<file path="config.mk">
export PLATFORM = sky130hd
export DESIGN_NAME = bus_arbiter4
export DESIGN_NICKNAME = d
export VERILOG_FILES = /design/src/rtl/arb_pkg.sv /design/src/rtl/rr_pick.sv /design/src/rtl/bus_arbiter4.sv
export SDC_FILE = /design/constraint.sdc
export NUM_CORES = 1
export LEC_CHECK = 0
export ABC_AREA = 1
export BUFFER_PORTS_ARGS = -buffer_cell sky130_fd_sc_hd__buf_2
export CORE_ASPECT_RATIO = 0.5
export CORE_MARGIN = 3
export CORE_UTILIZATION = 38
export CTS_CLUSTER_SIZE = 40
export DETAILED_ROUTE_END_ITERATION = 10
export GPL_ROUTABILITY_DRIVEN = 0
export GPL_TIMING_DRIVEN = 0
export PLACE_DENSITY = 0.66
export SYNTH_ARGS = -nofsm -noshare
export SYNTH_HDL_FRONTEND = slang
export SYNTH_HIERARCHICAL = 1
export SYNTH_SLANG_ARGS = --single-unit
</file>
<file path="constraint.sdc">
create_clock -name clk -period 4.9 [get_ports clk]
set_input_delay 0.98 -clock clk [delete_from_list [all_inputs] [get_ports clk]]
set_output_delay 0.98 -clock clk [all_outputs]
set_load 0.05 [all_outputs]
</file>
<file path="src/rtl/arb_pkg.sv">
// Shared types and constants for the four-requester bus arbiter.
package arb_pkg;

  localparam int unsigned N_REQ          = 4;
  localparam int unsigned SEL_W          = 2;
  localparam int unsigned DATA_W_DEF     = 8;
  localparam int unsigned TENURE_MAX_DEF = 8;
  localparam int unsigned TENURE_W       = 8;

  typedef enum logic {
    IDLE  = 1'b0,
    GRANT = 1'b1
  } arb_state_t;

  // Binary owner index to one-hot grant vector.
  function automatic logic [N_REQ-1:0] sel_to_onehot(input logic [SEL_W-1:0] idx);
    return N_REQ'(1) << idx;
  endfunction

endpackage

</file>
<file path="src/rtl/rr_pick.sv">
// Combinational round-robin picker: first set request bit scanning upward
// (with wrap) from the start index.
module rr_pick
  import arb_pkg::*;
(
  input  logic [N_REQ-1:0] req,
  input  logic [SEL_W-1:0] start,
  output logic             valid,
  output logic [SEL_W-1:0] idx
);

  logic [SEL_W-1:0] cand;

  // Priority scan; the 2-bit candidate index wraps naturally.
  always_comb begin
    valid = 1'b0;
    idx   = start;
    cand  = start;
    for (int unsigned i = 0; i < N_REQ; i++) begin
      cand = start + SEL_W'(i);
      if (!valid && req[cand]) begin
        valid = 1'b1;
        idx   = cand;
      end
    end
  end

endmodule

</file>
<file path="src/rtl/bus_arbiter4.sv">
// Four-requester round-robin bus arbiter with registered grant, owner index
// and one-cycle-latency data path.
// Optional feature: define ARB_TIMEOUT_EN to bound an owner's tenure to
// TENURE_MAX cycles while other requesters are waiting.
module bus_arbiter4
  import arb_pkg::*;
#(
  parameter int unsigned DATA_W     = DATA_W_DEF,
  parameter int unsigned TENURE_MAX = TENURE_MAX_DEF
) (
  input  logic              clk,
  input  logic              reset_n,
  input  logic [N_REQ-1:0]  req,
  input  logic [DATA_W-1:0] din0,
  input  logic [DATA_W-1:0] din1,
  input  logic [DATA_W-1:0] din2,
  input  logic [DATA_W-1:0] din3,
  output logic [N_REQ-1:0]  gnt,
  output logic [SEL_W-1:0]  sel,
  output logic [DATA_W-1:0] bus_dout,
  output logic              bus_valid,
  output logic              busy
);

  arb_state_t        state;
  arb_state_t        state_d;
  logic [N_REQ-1:0]  gnt_d;
  logic [SEL_W-1:0]  sel_d;
  logic [SEL_W-1:0]  last_owner;
  logic [SEL_W-1:0]  last_owner_d;
  logic              busy_d;
  logic              new_owner;
  logic              release_bus;
  logic              timeout_hit;
  logic [SEL_W-1:0]  pick_start;
  logic              pick_valid;
  logic [SEL_W-1:0]  pick_idx;
  logic [DATA_W-1:0] owner_data;

  // Scan starts after the current owner while granted, after the last owner when idle.
  assign pick_start = (state == GRANT) ? (sel + SEL_W'(1)) : (last_owner + SEL_W'(1));

  rr_pick u_pick (
    .req   (req),
    .start (pick_start),
    .valid (pick_valid),
    .idx   (pick_idx)
  );

  // Owner gives up the bus when it drops its request or its tenure expires with others waiting.
  assign release_bus = !req[sel] || (timeout_hit && (|(req & ~gnt)));

  // Next-state, grant and owner-index logic.
  always_comb begin
    state_d      = state;
    gnt_d        = gnt;
    sel_d        = sel;
    last_owner_d = last_owner;
    new_owner    = 1'b0;
    case (state)
      IDLE: begin
        if (pick_valid) begin
          state_d   = GRANT;
          new_owner = 1'b1;
        end
      end
      GRANT: begin
        if (release_bus) begin
          last_owner_d = sel;
          if (pick_valid) begin
            new_owner = 1'b1;
          end else begin
            state_d = IDLE;
            gnt_d   = '0;
          end
        end
      end
      default: begin
        state_d = IDLE;
        gnt_d   = '0;
      end
    endcase
    if (new_owner) begin
      gnt_d = sel_to_onehot(pick_idx);
      sel_d = pick_idx;
    end
  end

  assign busy_d = (state_d == GRANT);

  // Arbitration state and registered grant outputs.
  always_ff @(posedge clk or negedge reset_n) begin
    if (!reset_n) begin
      state      <= IDLE;
      gnt        <= '0;
      sel        <= '0;
      last_owner <= SEL_W'(N_REQ - 1);
      busy       <= 1'b0;
    end else begin
      state      <= state_d;
      gnt        <= gnt_d;
      sel        <= sel_d;
      last_owner <= last_owner_d;
      busy       <= busy_d;
    end
  end

  // Shared 4:1 data select driven by the owner index.
  always_comb begin
    case (sel)
      2'd0:    owner_data = din0;
      2'd1:    owner_data = din1;
      2'd2:    owner_data = din2;
      default: owner_data = din3;
    endcase
  end

  // Capture the owner's data one cycle after grant; hold the last word when idle.
  always_ff @(posedge clk or negedge reset_n) begin
    if (!reset_n) begin
      bus_dout  <= '0;
      bus_valid <= 1'b0;
    end else if (|gnt) begin
      bus_dout  <= owner_data;
      bus_valid <= 1'b1;
    end else begin
      bus_valid <= 1'b0;
    end
  end

`ifdef ARB_TIMEOUT_EN
  localparam logic [TENURE_W-1:0] TENURE_LIMIT = TENURE_W'(TENURE_MAX);

  logic [TENURE_W-1:0] tenure;
  logic [TENURE_W-1:0] tenure_d;

  // Consecutive grant cycles of the current owner, saturating at the limit.
  always_comb begin
    tenure_d = tenure;
    if (state_d != GRANT) begin
      tenure_d = '0;
    end else if (new_owner) begin
      tenure_d = TENURE_W'(1);
    end else if (tenure != TENURE_LIMIT) begin
      tenure_d = tenure + TENURE_W'(1);
    end
  end

  // Tenure counter register.
  always_ff @(posedge clk or negedge reset_n) begin
    if (!reset_n) begin
      tenure <= '0;
    end else begin
      tenure <= tenure_d;
    end
  end

  assign timeout_hit = (tenure == TENURE_LIMIT);
`else
  logic unused_tenure;
  assign unused_tenure = ^TENURE_W'(TENURE_MAX);
  assign timeout_hit   = 1'b0;
`endif

endmodule

</file>
; Word level (Yosys, flattened, before mapping)
; Cells that the tools add are included.
[op_classes]
n_addsub = 5
n_mul = 0
n_div = 0
n_lt_le_gt_ge = 5
eq_ne = 4
n_shift = 1
n_mux = 29
n_bitwise = 2
n_reduce_logical = 11
[op_table]
columns = operator, n
row1 = $pmux W8 S3, 1
row2 = $mux W4, 4
row3 = $lt A2 B3 Y1 const B, 5
row4 = $mux W1, 13
row5 = $bmux W1 S2, 5
row6 = $mux W2, 4
row7 = $add A2 B1 Y2 const B, 3
row8 = $add A2 B2 Y2 const B, 2
row9 = $ne A2 B2 Y1 const B, 2
row10 = $pmux W1 S2, 2
row11 = $reduce_or A4 Y1, 1
row12 = $shl A1 B2 Y4 const A, 1
row13 = $logic_and A1 B1 Y1, 3
row14 = $logic_not A1 Y1, 3
row15 = $reduce_and A3 Y1, 1
row16 = $eq A2 B1 Y1 const B, 1
row17 = $eq A2 B2 Y1 const B, 1
row18 = $logic_not A2 Y1, 1
row19 = $not A1 Y1, 2
row20 = $reduce_and A2 Y1, 1
row21 = $reduce_bool A2 Y1, 1
[word_totals]
register_bits = 18
latchBits = 0
mem_bits_rw = 0
rom_bits = 0
output_inout_bits = 16
elab_cells = 63
n_memories = 0

; Logic depth before layout (Yosys ltp)
[logic_depth]
depth_word = 19
depth_mapped = 18
ltp_nobuf = 18

; By module
; The synthesis kept the hierarchy.
[by_module_without_submodules]
columns = module, instances, cells_each, area_per_inst_um2
row1 = bus_arbiter4, 1, 142, 1021.0
row2 = rr_pick, 1, 63, 282.8

; Least setup slack after synthesis
; Ideal clock, no wire load.
[synth_timing]
path_kind = register to register
startpoint = register sel[0]
endpoint = register gnt[1]
arrival_time_ps = 2620
required_time_ps = 4782
slack_ps = 2162
path_stages_with_launch = 14
n_path_buf = 1
period_less_slack_ps = 2738
cell_sequence = dfrtp_1 > inv_2 > nand2_1 > o21ai_0 > xnor2_1 > inv_2 > nand2_1 > nand2_2 > o21ai_1 > nand3b_1 > clkbuf_1 > nand2_1 > nand3_1 > nand2_1
[synth_between]
elab_chain_cells = 19
elab_cells_between_ends = 37
[synth_rtl]
columns = item, line
row1 = from (decl), bus_arbiter4.sv:19  ; output logic [SEL_W-1:0] sel,
row2 = from (signal assigned), bus_arbiter4.sv:102  ; sel <= sel_d;
row3 = $add A2 B1 Y2 (*), bus_arbiter4.sv:41  ; assign pick_start = (state == GRANT) ? (sel + SEL_W'(1)) : (last_owner + SEL_W'(1));
row4 = $mux W2 (*), bus_arbiter4.sv:41
row5 = net pick_start[0], bus_arbiter4.sv:35  ; logic [SEL_W-1:0] pick_start;
row6 = branches (longest 11 deep; another with $add A2 B1 Y2), --
row7 = $mux W1 (*), rr_pick.sv:21  ; if (!valid && req[cand]) begin
row8 = net pick_valid, bus_arbiter4.sv:36  ; logic pick_valid;
row9 = $mux W1, "bus_arbiter4.sv:62, bus_arbiter4.sv:70"
row10 = $mux W1, bus_arbiter4.sv:68  ; if (release_bus) begin
row11 = $pmux W1 S2, bus_arbiter4.sv:60  ; case (state)
row12 = $ne A2 B2 Y1 (no source line) / $reduce_bool A2 Y1 (equally long branches), --
row13 = $reduce_and A3 Y1 (no source line), --
row14 = to (signal assigned), bus_arbiter4.sv:101  ; gnt <= gnt_d;
row15 = to (decl), bus_arbiter4.sv:18  ; output logic [N_REQ-1:0] gnt,
; Mark *: on every way through the listed nets, which the timed path passes. The select of a mux whose other input is x is not followed.
; A chain may end at the register's enable or synchronous reset.

; Worst setup path in the final report
[layout_timing]
startpoint = register sel[0]
endpoint = register gnt[0]
; Same word-level chain as after synthesis.

==> results.py <==
metrics = {
    "route": {
        "dr_total_vias": 1444,
        "drc": 0,
        "vias_per_cell": 4.781,
        "drtIter0Drc": 65,
        "firstDrtPassIters": 4,
        "routed_wl_um": 3428,
        "routedWlPerCell_um": 11.35,
        "ant_nets": 0,
    },
    "setup_path": {
        "r2r_start": "sel[0]$_DFFE_PN0P_",
        "r2r_cells": 13,
        "crit_family": "simple AND/OR/NAND/NOR gates",
        "crit_arrival_ns": 3.04,
        "cpPeakStageDelay_ns": 0.56,
        "crit_top_cell": "nand2_1",
        "cp_slowest_cell": "xnor2_1",
        "cp_cell_sequence": "inv_2 -> nand2_1 -> o21ai_0 -> xnor2_1 -> inv_2 -> nand2_1 -> nand2_2 -> o21ai_1 -> nand3b_1 -> clkbuf_1 -> nand2_1 -> nand3_1 -> nand2_1",
        "regToRegSetupSlack_ns": 2.01,
        "path_max_fanout": 9,
        "crit_type": "reg2reg",
        "rr_endpoint": "gnt[0]$_DFFE_PN0P_",
        "end_kind": "flip-flop",
        "worstPathRequired_ns": 5.05,
        "setup.worst_path.start_class": "flip-flop",
        "crit_buf_inv": 3,
    },
    "sta": {
        "rsz0062_at_grt": "false",
        "slew_viol_final": 0,
        "worst_slew_pin_slew_ns": 0.6656,
        "timing_hold_violations_final": 0,
        "fmax_ghz": 0.3459,
        "relSlewSlack": 0.5516,
        "period_minus_slack_ns": 2.891,
        "worst_slack_ns": 2.009,
        "setup_viol": 0,
        "finClkSkew_ns": 0.001530,
        "fin_crit_sh": 0.5901,
        "finalSetupTns_ns": 0,
    },
    "clock_tree": {
        "cts_sinks": 18,
        "cts_tree": "done",
        "cts-root-buf": "clkbuf_8",
        "clk_pin_slew_worst_paths_ns": 0.07,
        "cts.repair.resized": 0,
        "htree_levels": 1,
        "clk_latency_ns": 0.25,
        "clock_path_buffers": 2,
        "cts_buffers": 3,
        "post-cts-setup-buffer-count": 0,
        "hold_buffers": 0,
    },
    "yosys": {
        "syn_area_mm2": 0.001304,
        "syn_inst": 205,
        "avgSynthCellArea_um2": 6.360,
        "synth_cell_types": 23,
        "synth-async-reset-ratio": 1.000,
        "synth.ff_latch_count": 18,
        "yosysTopAreaCell": "nand2_1",
        "synth_top_area_frac": 0.3138,
        "synth_edf_count": 0,
        "synth-main-ff-cell": "dfrtp_1",
        "yosysWarnings": 6,
        "yosysSeqAreaShare": 0.3474,
        "syn_nets": 243,
        "synth.area.top_cells": "nand2_1 (31%), dfrtp_1 (31%), nand3_1 (8.4%), nand4_1 (4.3%), dfstp_2 (4.0%)",
    },
    "place": {
        "dpl.hpwl_um": 2615,
        "placed_area_mm2": 0.001619,
        "placed_cells": 298,
        "io_buffers": 53,
        "pre_cts_ws_ns": 2.074,
    },
    "floorplan": {
        "io_pins": 54,
        "die-area_mm2": 0.004213,
        "core_mm2": 0.003136,
        "num_rows": 14,
        "dieHeight_um": 47.42,
        "die_w_um": 88.84,
        "initial_core_util": 0.4158,
    },
    "worst_hold_path": {
        "min_to": "last_owner[0]$_DFFE_PN1P_",
        "min_path_type": "reg2reg",
        "hold_path_depth": 2,
        "hold_start": "last_owner[0]$_DFFE_PN1P_",
    },
    "finish": {
        "fillCellCount": 330,
        "layout.nets": 301,
        "layout-drive-gt1-share": 0.3092,
        "syn_to_final_growth_pct": 28.41,
        "fin_area_mm2": 0.001674,
        "antenna_cells": 0,
        "final_cells": 302,
    },
    "global_route": {
        "grt-ovfl-total": 0,
        "grt_pass1_wl_um": 5630,
        "antenna_found_initial": 0,
        "grtUsageTotal": 0.1733,
        "grt_max_degree": 19,
        "grt_pass1_vias": 1295,
    },
    "flow_run": {
        "maxCapViolations": 0,
    },
    "status": {
        "status": "complete, no violations",
    },
}
## flip-flops by register name (all words and copies together) (netlist names)
| signal | count |
|---|---|
| last_owner | 2 |
| bus_valid | 1 |
| bus_dout | 8 |
| gnt | 4 |
| state | 1 |
| sel | 2 |
## Yosys cell counts (2+ instances only)
cell and n:
dfrtp_1 16, dfstp_2 2, inv_1 9, inv_2 4
nand2_1 109, nand2_2 8, nand3_1 22, nand3_2 2
nand3b_1 3, nand4_1 9, nor2_1 4, nor2_2 2
o21ai_0 2, o21ai_1 4
## metal layers
layer  share of wire  track usage
met4          0.0064      0.03012
met5               0            0
met1            0.47       0.2185
met3           0.065      0.04811
met2            0.46       0.3097
## area by class of cell
class | instances | area [um^2] | share of cell area
tap | 40 | 50.05 | 0.02990
sequential | 18 | 452.9 | 0.2706
timing repair buffer | 53 | 265.3 | 0.1584
multi-input combinational | 170 | 774.5 | 0.4626
buffer | 4 | 27.53 | 0.01644
clock buffer | 4 | 55.05 | 0.03288
inverter | 13 | 48.80 | 0.02915
## worst register-to-register path, cell delays in order (launching register included)
cell      delay (ns)
dfrtp_1         0.46
inv_2           0.10
nand2_1         0.07
o21ai_0         0.24
xnor2_1         0.56
inv_2           0.14
nand2_1         0.10
nand2_2         0.08
o21ai_1         0.23
nand3b_1        0.14
clkbuf_1        0.31
nand2_1         0.18
nand3_1         0.12
nand2_1         0.06
## layout by cell type, fill, tap and decap left out
cell type / instances
nand3_1: 22
nand2_4: 1
buf_4: 1
inv_2: 4
a21oi_2: 1
buf_2: 54
nor2_4: 1
nand2_1: 109
clkbuf_8: 4
o21ai_1: 4
nor2_1: 4
dfstp_2: 2
buf_6: 1
dfrtp_1: 16
o21ai_0: 2
xnor2_1: 1
clkbuf_1: 1
nand2_2: 8
nand4_1: 9
nor2_2: 2
xor2_1: 1
inv_1: 9
nand3_2: 2
nand3b_1: 3
## worst max-delay path by stage
stage	from	end	slack, ns	depth (start not counted)
after floorplan	sel[0]$_DFFE_PN0P_	gnt[1]$_DFFE_PN0P_	2.16	13
after global placement	sel[0]$_DFFE_PN0P_	gnt[0]$_DFFE_PN0P_	2.14	13
after detailed placement	sel[0]$_DFFE_PN0P_	gnt[2]$_DFFE_PN0P_	2.07	16
after CTS	sel[0]$_DFFE_PN0P_	gnt[0]$_DFFE_PN0P_	2.04	13
after global routing	sel[0]$_DFFE_PN0P_	gnt[2]$_DFFE_PN0P_	1.73	16
final	sel[0]$_DFFE_PN0P_	gnt[0]$_DFFE_PN0P_	2.01	13
## logic make-up after synthesis
kind of cell,after synthesis,synth area share
AO/OA/AOI/OAI,7,0.02975
flip-flops,18,0.3474
XOR/XNOR,2,0.01344
buffers and inverters,17,0.05853
AND/OR/NAND/NOR,161,0.5509
## per-stage QoR
stage	util	hold slack, ns
CTS	0.5339	0.4750
detailed placement	0.5164	0.4604
floorplan	-	0.4513
finish	0.5339	0.4747
global route	0.5339	0.4992
global placement	0.5164	0.4585
Power is not shown: default switching activity piles up to over one toggle a cycle in this logic, so the estimate is an artifact.
